**config.mk**
```make
export PLATFORM = sky130hd
export DESIGN_NAME = i2c_monitor_fifo
export DESIGN_NICKNAME = d
export VERILOG_FILES = /design/src/rtl/i2c_mon_pkg.sv /design/src/rtl/i2c_debounce.sv /design/src/rtl/i2c_monitor_fifo.sv
export SDC_FILE = /design/constraint.sdc
export NUM_CORES = 1
export LEC_CHECK = 0
export ABC_CLOCK_PERIOD_IN_PS = 4700
export BUFFER_PORTS_ARGS = -buffer_cell sky130_fd_sc_hd__buf_2
export CORE_MARGIN = 3
export CORE_UTILIZATION = 30
export CTS_BUF_LIST = sky130_fd_sc_hd__clkbuf_4
export CTS_CLUSTER_DIAMETER = 80
export DETAILED_ROUTE_END_ITERATION = 12
export GPL_TIMING_DRIVEN = 0
export PLACE_DENSITY = 0.49
export SYNTH_ARGS = -nofsm -noshare
export SYNTH_HDL_FRONTEND = slang
export SYNTH_SLANG_ARGS = --single-unit
```
**constraint.sdc**
```tcl
create_clock -name clk -period 4.7 [get_ports clk]
set_input_delay 0.94 -clock clk [delete_from_list [all_inputs] [get_ports clk]]
set_output_delay 0.94 -clock clk [all_outputs]
set_load 0.01 [all_outputs]
```
**src/rtl/i2c_mon_pkg.sv**
```systemverilog
`default_nettype none
// ============================================================================
// Module      : i2c_mon_pkg
// Description : Shared token codes and decoder state encoding for the
//               passive I2C bus monitor.
// Revision    : 1.0 - initial release
// ============================================================================
package i2c_mon_pkg;

    // Control tokens placed in the event stream (out_is_data = 0)
    localparam logic [7:0] TOK_START   = 8'h53;
    localparam logic [7:0] TOK_RESTART = 8'h52;
    localparam logic [7:0] TOK_ACK     = 8'h41;
    localparam logic [7:0] TOK_NACK    = 8'h4E;
    localparam logic [7:0] TOK_STOP    = 8'h80;
    localparam logic [7:0] TOK_TIMEOUT = 8'h54;

    // Decoder states: bus idle, shifting data bits, waiting for the ACK bit
    typedef enum logic [1:0] {
        IDLE = 2'd0,
        BITS = 2'd1,
        ACKB = 2'd2
    } mon_state_t;

endpackage : i2c_mon_pkg
`default_nettype wire

```
**src/rtl/i2c_debounce.sv**
```systemverilog
`default_nettype none
// ============================================================================
// Module      : i2c_debounce
// Description : Two-flop synchronizer followed by a persistence filter for
//               one raw GPIO pin. The filtered level follows the pin only
//               after the synchronized value has differed from it for
//               DEBOUNCE_CYCLES consecutive clocks (pin-to-level latency is
//               2 + DEBOUNCE_CYCLES clocks).
// Ports       : clk   - system clock
//               rst   - synchronous active-low reset (level resets to 1)
//               pin   - raw asynchronous pin
//               level - debounced, synchronous level
// Revision    : 1.0 - initial release
// ============================================================================
module i2c_debounce #(
    parameter int DEBOUNCE_CYCLES = 75
) (
    input  logic clk,
    input  logic rst,
    input  logic pin,
    output logic level
);

    localparam int            CW       = (DEBOUNCE_CYCLES < 2) ? 1 : $clog2(DEBOUNCE_CYCLES);
    localparam logic [CW-1:0] CNT_LAST = CW'(DEBOUNCE_CYCLES - 1);

    logic [1:0]    r_sync;
    logic          r_level;
    logic [CW-1:0] r_cnt;

    always_ff @(posedge clk) begin
        if (!rst) begin
            r_sync  <= 2'b11;
            r_level <= 1'b1;
            r_cnt   <= '0;
        end else begin
            r_sync <= {r_sync[0], pin};
            // Any return to agreement restarts the persistence window
            if (r_sync[1] == r_level) begin
                r_cnt <= '0;
            end else if (r_cnt == CNT_LAST) begin
                r_level <= r_sync[1];
                r_cnt   <= '0;
            end else begin
                r_cnt <= r_cnt + CW'(1);
            end
        end
    end

    assign level = r_level;

endmodule : i2c_debounce
`default_nettype wire

```
**src/rtl/i2c_monitor_fifo.sv**
```systemverilog
`default_nettype none
// ============================================================================
// Module      : i2c_monitor_fifo
// Description : Passive I2C bus monitor. Debounces SDA/SCL, decodes START,
//               repeated START, data bytes, ACK/NACK, STOP and SCL-stuck
//               timeout, and queues 8-bit event tokens in a FIFO drained
//               through a valid/ready port.
// Ports       : clk, rst (sync, active-low)
//               SDA_GPIO, SCL_GPIO        - raw bus pins
//               out_data/out_is_data      - FIFO head token and its kind
//               out_valid/out_ready       - drain handshake
//               fifo_level                - occupancy 0..FIFO_DEPTH
//               overflow/drop_cnt         - sticky drop flag, drop counter
//               bus_active                - transfer in progress
// Revision    : 1.0 - initial release
// ============================================================================
module i2c_monitor_fifo
    import i2c_mon_pkg::*;
#(
    parameter int DEBOUNCE_CYCLES = 75,
    parameter int FIFO_DEPTH      = 16,
    parameter int TIMEOUT_CYCLES  = 20000,
    parameter int RESTART_TOKEN   = 0
) (
    input  logic                        clk,
    input  logic                        rst,
    input  logic                        SDA_GPIO,
    input  logic                        SCL_GPIO,
    output logic [7:0]                  out_data,
    output logic                        out_is_data,
    output logic                        out_valid,
    input  logic                        out_ready,
    output logic [$clog2(FIFO_DEPTH):0] fifo_level,
    output logic                        overflow,
    output logic [15:0]                 drop_cnt,
    output logic                        bus_active
);

    localparam int            AW      = $clog2(FIFO_DEPTH);
    localparam int            LW      = AW + 1;
    localparam int            TW      = (TIMEOUT_CYCLES < 2) ? 1 : $clog2(TIMEOUT_CYCLES);
    localparam logic [TW-1:0] TO_LAST = TW'((TIMEOUT_CYCLES > 0) ? TIMEOUT_CYCLES - 1 : 0);
    localparam logic [7:0]    RS_TOK  = (RESTART_TOKEN != 0) ? TOK_RESTART : TOK_START;

    // ------------------------------------------------------------------
    // Input conditioning and edge detection
    // ------------------------------------------------------------------
    logic w_sda;
    logic w_scl;
    logic r_sda_d;
    logic r_scl_d;

    i2c_debounce #(.DEBOUNCE_CYCLES(DEBOUNCE_CYCLES)) u_deb_sda (
        .clk   (clk),
        .rst   (rst),
        .pin   (SDA_GPIO),
        .level (w_sda)
    );

    i2c_debounce #(.DEBOUNCE_CYCLES(DEBOUNCE_CYCLES)) u_deb_scl (
        .clk   (clk),
        .rst   (rst),
        .pin   (SCL_GPIO),
        .level (w_scl)
    );

    always_ff @(posedge clk) begin
        if (!rst) begin
            r_sda_d <= 1'b1;
            r_scl_d <= 1'b1;
        end else begin
            r_sda_d <= w_sda;
            r_scl_d <= w_scl;
        end
    end

    logic w_start;
    logic w_stop;
    logic w_scl_rise;

    assign w_start    =  r_sda_d & ~w_sda & w_scl;
    assign w_stop     = ~r_sda_d &  w_sda & w_scl;
    assign w_scl_rise = ~r_scl_d &  w_scl;

    // ------------------------------------------------------------------
    // Decoder FSM
    // ------------------------------------------------------------------
    mon_state_t    r_state;
    mon_state_t    w_state_nx;
    logic [2:0]    r_bit_cnt;
    logic [2:0]    w_bit_cnt_nx;
    logic [6:0]    r_shreg;
    logic [6:0]    w_shreg_nx;
    logic [TW-1:0] r_to_cnt;
    logic          w_timeout;
    logic          w_push;
    logic [8:0]    w_push_word;

    // Counts consecutive SCL-low clocks only while a transfer is open
    always_ff @(posedge clk) begin
        if (!rst || r_state == IDLE || w_scl) begin
            r_to_cnt <= '0;
        end else if (r_to_cnt != TO_LAST) begin
            r_to_cnt <= r_to_cnt + TW'(1);
        end
    end

    assign w_timeout = (TIMEOUT_CYCLES != 0) && (r_state != IDLE) && !w_scl
                       && (r_to_cnt == TO_LAST);

    always_ff @(posedge clk) begin
        if (!rst) begin
            r_state   <= IDLE;
            r_bit_cnt <= 3'd0;
            r_shreg   <= 7'd0;
        end else begin
            r_state   <= w_state_nx;
            r_bit_cnt <= w_bit_cnt_nx;
            r_shreg   <= w_shreg_nx;
        end
    end

    always_comb begin
        w_state_nx   = r_state;
        w_bit_cnt_nx = r_bit_cnt;
        w_shreg_nx   = r_shreg;
        w_push       = 1'b0;
        w_push_word  = 9'd0;
        case (r_state)
            IDLE: begin
                // A STOP seen here is deliberately ignored
                if (w_start) begin
                    w_push       = 1'b1;
                    w_push_word  = {1'b0, TOK_START};
                    w_state_nx   = BITS;
                    w_bit_cnt_nx = 3'd0;
                end
            end
            BITS, ACKB: begin
                // START/STOP happen with SCL high, timeout with SCL low, so
                // they never coincide; START/STOP win over a same-cycle SCL rise.
                if (w_start) begin
                    w_push       = 1'b1;
                    w_push_word  = {1'b0, RS_TOK};
                    w_state_nx   = BITS;
                    w_bit_cnt_nx = 3'd0;
                end else if (w_stop) begin
                    w_push      = 1'b1;
                    w_push_word = {1'b0, TOK_STOP};
                    w_state_nx  = IDLE;
                end else if (w_timeout) begin
                    w_push      = 1'b1;
                    w_push_word = {1'b0, TOK_TIMEOUT};
                    w_state_nx  = IDLE;
                end else if (w_scl_rise) begin
                    if (r_state == BITS) begin
                        w_shreg_nx = {r_shreg[5:0], w_sda};
                        if (r_bit_cnt == 3'd7) begin
                            w_push       = 1'b1;
                            w_push_word  = {1'b1, r_shreg, w_sda};
                            w_state_nx   = ACKB;
                            w_bit_cnt_nx = 3'd0;
                        end else begin
                            w_bit_cnt_nx = r_bit_cnt + 3'd1;
                        end
                    end else begin
                        w_push       = 1'b1;
                        w_push_word  = {1'b0, (w_sda ? TOK_NACK : TOK_ACK)};
                        w_state_nx   = BITS;
                        w_bit_cnt_nx = 3'd0;
                    end
                end
            end
            default: begin
                w_state_nx = IDLE;
            end
        endcase
    end

    assign bus_active = (r_state != IDLE);

    // ------------------------------------------------------------------
    // Token FIFO, entries are {is_data, data}
    // ------------------------------------------------------------------
    logic [8:0]    r_mem [FIFO_DEPTH];
    logic [AW-1:0] r_wr_ptr;
    logic [AW-1:0] r_rd_ptr;
    logic [LW-1:0] r_count;
    logic          r_overflow;
    logic [15:0]   r_drop_cnt;
    logic          w_pop;
    logic          w_full;
    logic          w_wr;
    logic          w_drop;

    assign w_pop  = (r_count != '0) & out_ready;
    assign w_full = (r_count == LW'(FIFO_DEPTH));
    // A pop in the same cycle frees a slot, so a full FIFO still accepts
    assign w_wr   = w_push & (~w_full | w_pop);
    assign w_drop = w_push & w_full & ~w_pop;

    always_ff @(posedge clk) begin
        if (w_wr) begin
            r_mem[r_wr_ptr] <= w_push_word;
        end
    end

    always_ff @(posedge clk) begin
        if (!rst) begin
            r_wr_ptr   <= '0;
            r_rd_ptr   <= '0;
            r_count    <= '0;
            r_overflow <= 1'b0;
            r_drop_cnt <= 16'd0;
        end else begin
            if (w_wr) begin
                r_wr_ptr <= r_wr_ptr + AW'(1);
            end
            if (w_pop) begin
                r_rd_ptr <= r_rd_ptr + AW'(1);
            end
            case ({w_wr, w_pop})
                2'b10:   r_count <= r_count + LW'(1);
                2'b01:   r_count <= r_count - LW'(1);
                default: r_count <= r_count;
            endcase
            if (w_drop) begin
                r_overflow <= 1'b1;
                if (r_drop_cnt != 16'hFFFF) begin
                    r_drop_cnt <= r_drop_cnt + 16'd1;
                end
            end
        end
    end

    // Head is forced to zero when empty so the outputs are clean after reset
    assign out_valid   = (r_count != '0);
    assign out_data    = out_valid ? r_mem[r_rd_ptr][7:0] : 8'h00;
    assign out_is_data = out_valid ? r_mem[r_rd_ptr][8]   : 1'b0;
    assign fifo_level  = r_count;
    assign overflow    = r_overflow;
    assign drop_cnt    = r_drop_cnt;

endmodule : i2c_monitor_fifo
`default_nettype wire

```
# Word level (Yosys, flattened, before mapping)
# Memory sizes are Yosys's and may differ from the RTL's. A register that Yosys moved wholly into a read port is not among the register bits.
# Index checks and enable logic that the tools add are counted.
# totals
register_bits	79
in_bits	5
mem_count	1
mem_bits_rw	144
elab_cells	127
# memory_table
name	depth	word_bits	read_ports	rd_clocked_by_memory_dff	write_ports	line_no	text
r_mem	16	9	1	1	1	i2c_monitor_fifo.sv:185	logic [8:0] r_mem [FIFO_DEPTH];
# op_classes
add_sub_neg	9
n_eq_ne	19
mux	40
reduce_logical	20
bitwise_logic	21
# op_table
cell	n
2-to-1 mux 9 bit	6
2-to-1 mux 3 bit	7
case mux 9 bit (2 select lines)	1
adder 16 x 1 -> 16 bit, second input constant	1
!= test 16 bit, second input constant	1
adder 15 x 1 -> 15 bit, second input constant	1
== test 15 bit, second input constant	1
!= test 15 bit, second input constant	1
adder 7 x 1 -> 7 bit, second input constant	2
== test 7 bit, second input constant	2
2-to-1 mux 2 bit	7
2-to-1 mux 4 bit	3
inverter 1 bit	11
2-to-1 mux 1 bit	10
case mux 5 bit (2 select lines)	1
AND 1 bit	9
!= test 3 bit, second input constant	3
adder 4 x 1 -> 4 bit, second input constant	2
2-to-1 mux 8 bit	1
2-to-1 mux 7 bit	1
!= test 6 bit, second input constant	1
case mux 3 bit (2 select lines)	1
AND reduction 2 bit	3
AND reduction 6 bit	1
23 further kinds	32

# Logic depth before layout (Yosys ltp)
# depth
word_depth	11
mapped_depth	14
mapped_depth_nobuf	13

# By module
# Synthesis repeated with hierarchy kept, for this count alone.
# hier_totals
hier_cells	710
area_unflattened_um2	9634.2
# modules_own_cells
mod	area_each_um2	seq_area_each_um2	n_inst	cells_each
i2c_monitor_fifo	8821.0	5585.4	1	628
i2c_debounce	406.6	200.2	2	41

# Worst setup path before layout
# Ideal clock, no wire load.
# synth_path
path_kind	register -> output
startpoint	reg with a tool-made name
endpoint	out out_data[0]
setup_slack_ns	1.769
stages_incl_launch_ff	6
arrival_time_ns	1.991
cell_sequence	dfxtp_1 -> buf_2 -> buf_2 -> mux4_2 -> mux4_2 -> and2_1
# synth_lines
item	line_no	text
to (decl)	i2c_monitor_fifo.sv:29	output logic [7:0] out_data,

==> results.cfg <==
[run_status]
outcome = finished, final reports clean

[route]
dr.pass1.iters = 4
totalWireLength_um = 22000
wire_per_inst_um = 16.9
vias = 6090
viasPerCell = 4.66
drt_iter0_markers = 449
drt.antenna.violating_nets = 0
drc = 0

[sta]
totalNegativeSetupSlack_ns = 0
relSlewSlack = 0.162
fin_crit_sh = 0.919
holdWs_ns = 0.407
drv_slew = 0
worstMarginPinSlew_ns = 1.25
finalSetupViolCount = 0
skew_ns = 0.0500
fmax_ghz = 0.231
hold_viol = 0
grt_setup_unrepaired = false
period_minus_slack_ns = 4.32

[global_route]
grt_pass1_vias = 6498
grt_first_pass_wirelength_um = 35900
antenna_found_initial = 1
grt_use_total = 0.128
grt_overflow = 0
grt_max_degree = 17

[die]
dieArea_um2 = 35100
pin_count = 38
dieHeight_um = 187
rows = 65
coreArea_um2 = 32000
initial_utilization = 0.308
die_w_um = 187

[power_and_ir_drop]
combPwrFrac = 0.016
power_frac_seq = 0.558
pwr-share-clk = 0.427
netSwitchingFraction = 0.226
p_per_area_nw_per_um2 = 331
p_sw_mw = 0.852
p_leak_nw = 4.34
ir_worst_vdd_uv = 143
internal-power_mw = 2.91

[clock_tree]
postCtsSetupBuffers = 0
cts_hold_buf = 0
clk_path_buf_depth = 3
cts_tree = built
cts_sinks = 227
cts-resized-gates = 0
clk_latency_ns = 0.69
htreeDepth = 2
cts_root_buffer = clkbuf_4
clk_pin_slew_ns = 0.07
numCtsBuffers = 58

[synth]
ys_types = 66
synthesis.nets = 744
synth_edf_count = 144
yosys_warnings = 0
avgSynthCellArea_um2 = 13.7
ys_seq_area_frac = 0.607
synth-seq-cells = 227
netlist_instances = 720
synth_ff_type = edfxtp_1
synthesis.area_um2 = 9850
synthArstFlopShare = 0

[critical_path]
required_ns = 3.76
critPathMaxFanout = 10
arrival_ns = 3.38
critPathLaunchType = flop
crit_type = reg2out
crit_path_end_kind = output pin
reg2reg_depth = 8

[final_layout]
areaGrowthSynthToFinish_pct = 15.4
layout.nets = 845
layout-drive-gt1-share = 0.236
final_util = 0.356
fillerInstances = 3144

[place]
gp_congestion = 0.763
post-dp-hpwl_um = 14600
io_buffers = 36

[worst_hold_path]
hold_path_class = reg2reg
hold_depth = 1

[flow_run]
maxCapViolations = 0
==> per-layer routing <==
metal / vias up / global-route usage / wire (um)
met5: - / 0 / 0
met4: 0 / 0.0375 / 341
met3: 34 / 0.0302 / 1100
met2: 131 / 0.205 / 10400
met1: 2952 / 0.174 / 10300
li1: 2973 / - / -
==> final timing paths <==
kind                                     to  slack [ns]                            from
max                             out_data[6]        0.38                            flop
min          u_deb_sda.r_sync[1]$_SDFF_PN1_        0.41  u_deb_sda.r_sync[0]$_SDFF_PN1_
max reg2reg           r_mem[7][6]$_DFFE_PP_        1.42         r_state[0]$_SDFFE_PN0P_
min reg2reg  u_deb_sda.r_sync[1]$_SDFF_PN1_        0.41  u_deb_sda.r_sync[0]$_SDFF_PN1_
==> cell usage in the layout, fill, tap and decap left out, drive strengths merged, types with 6 or more instances in the layout <==
master | synthesis | final
mux4 | 45 | 45
mux2i | 27 | 27
nand3 | 26 | 26
nor2b | 7 | 7
or3 | 7 | 7
clkinv | 2 | 29
dfxtp | 83 | 83
clkbuf | 18 | 98
nand4 | 8 | 8
nor2 | 69 | 69
edfxtp | 144 | 144
o41ai | 6 | 6
xor2 | 17 | 17
a21oi | 22 | 22
and3 | 25 | 25
and2 | 15 | 15
inv | 17 | 18
buf | 16 | 57
ha | 19 | 19
xnor2 | 11 | 11
o21ai | 14 | 14
nand2 | 36 | 36
nand2b | 17 | 17
nor3 | 9 | 9
==> stage by stage <==
stage                     instance area, um2  total power [mW]  std cells  worst slack [ns]
after floorplan                         9850              2.18        720              1.77
after global placement                 10600              2.20       1191             0.521
after detailed placement               10600              2.20       1196             0.996
after CTS                              11400              3.84       1305             0.217
after global routing                   11400              3.96       1306             0.186
final                                  11400              3.76       1306             0.379
==> flip-flops by register name, summed over array words and instances, names as in the netlist, 3 cells and up, named ones only <==
register         count
r_shreg              7
r_rd_ptr             4
r_wr_ptr             4
u_deb_scl.r_cnt      7
u_deb_sda.r_cnt      7
fifo_level           5
r_mem              144
r_bit_cnt            3
drop_cnt            16
r_to_cnt            15
==> synthesized netlist by cell type (4+ instances only) <==
| cell type | number | area, um2 |
|---|---|---|
| a21oi_1 | 22 | 110 |
| a31oi_1 | 4 | 25.0 |
| and2_1 | 14 | 87.6 |
| and3_1 | 25 | 156 |
| and4_1 | 4 | 35.0 |
| buf_2 | 10 | 50.1 |
| clkbuf_1 | 16 | 60.1 |
| dfxtp_1 | 83 | 1660 |
| edfxtp_1 | 144 | 4320 |
| ha_1 | 19 | 238 |
| inv_1 | 17 | 63.8 |
| mux2i_1 | 27 | 270 |
| mux4_2 | 45 | 1010 |
| nand2_1 | 36 | 135 |
| nand2b_1 | 17 | 106 |
| nand3_1 | 25 | 125 |
| nand4_1 | 7 | 43.8 |
| nor2_1 | 68 | 255 |
| nor2b_1 | 7 | 43.8 |
| nor3_1 | 8 | 40.0 |
| o21ai_0 | 14 | 70.1 |
| o31ai_1 | 5 | 37.5 |
| o41ai_1 | 6 | 52.6 |
| or3_1 | 7 | 43.8 |
| or4_1 | 4 | 30.0 |
| xnor2_1 | 11 | 96.3 |
| xor2_1 | 17 | 149 |
==> logic make-up (layout without fill, tap and decap cells) <==
logic type,Yosys count,count (layout),share of synthesized area
compound gates,76,76,0.0526
fa+ha+maj,21,21,0.0262
flops,227,227,0.607
buf+inv,53,203,0.0232
simple gates,243,243,0.135
xor+xnor,28,28,0.0249
other cells,0,1,0
mux,72,72,0.130
==> power by group through the flow <==
stage               Clock [mW]  Sequential, mW  Combinational, mW
global placement             0            2.14             0.0590
finish                    1.61            2.10             0.0589
floorplan                    0            2.14             0.0400
global route              1.79            2.10             0.0673
CTS                       1.68            2.10             0.0598
detailed placement           0            2.14             0.0595
==> critical path, stage by stage (launching register included) <==
cell and delay, ns:
dfxtp_1 0.31, clkbuf_1 0.49, clkbuf_1 0.64, mux4_2 0.43
mux4_2 0.52, and2_1 0.18, buf_2 0.13
==> layout make-up <==
| cell class | count | area [um2] | area share |
|---|---|---|---|
| antenna | 1 | 2.50 | 0.000220 |
| buffer | 34 | 158 | 0.0139 |
| clock buffer | 80 | 601 | 0.0528 |
| clock inverter | 29 | 124 | 0.0109 |
| inverter | 19 | 71.3 | 0.00627 |
| multi-input combinational | 440 | 3660 | 0.322 |
| sequential | 227 | 5990 | 0.526 |
| tap | 435 | 544 | 0.0479 |
| timing repair buffer | 41 | 221 | 0.0195 |
No activity file was read; power rests on OpenSTA's default activity.
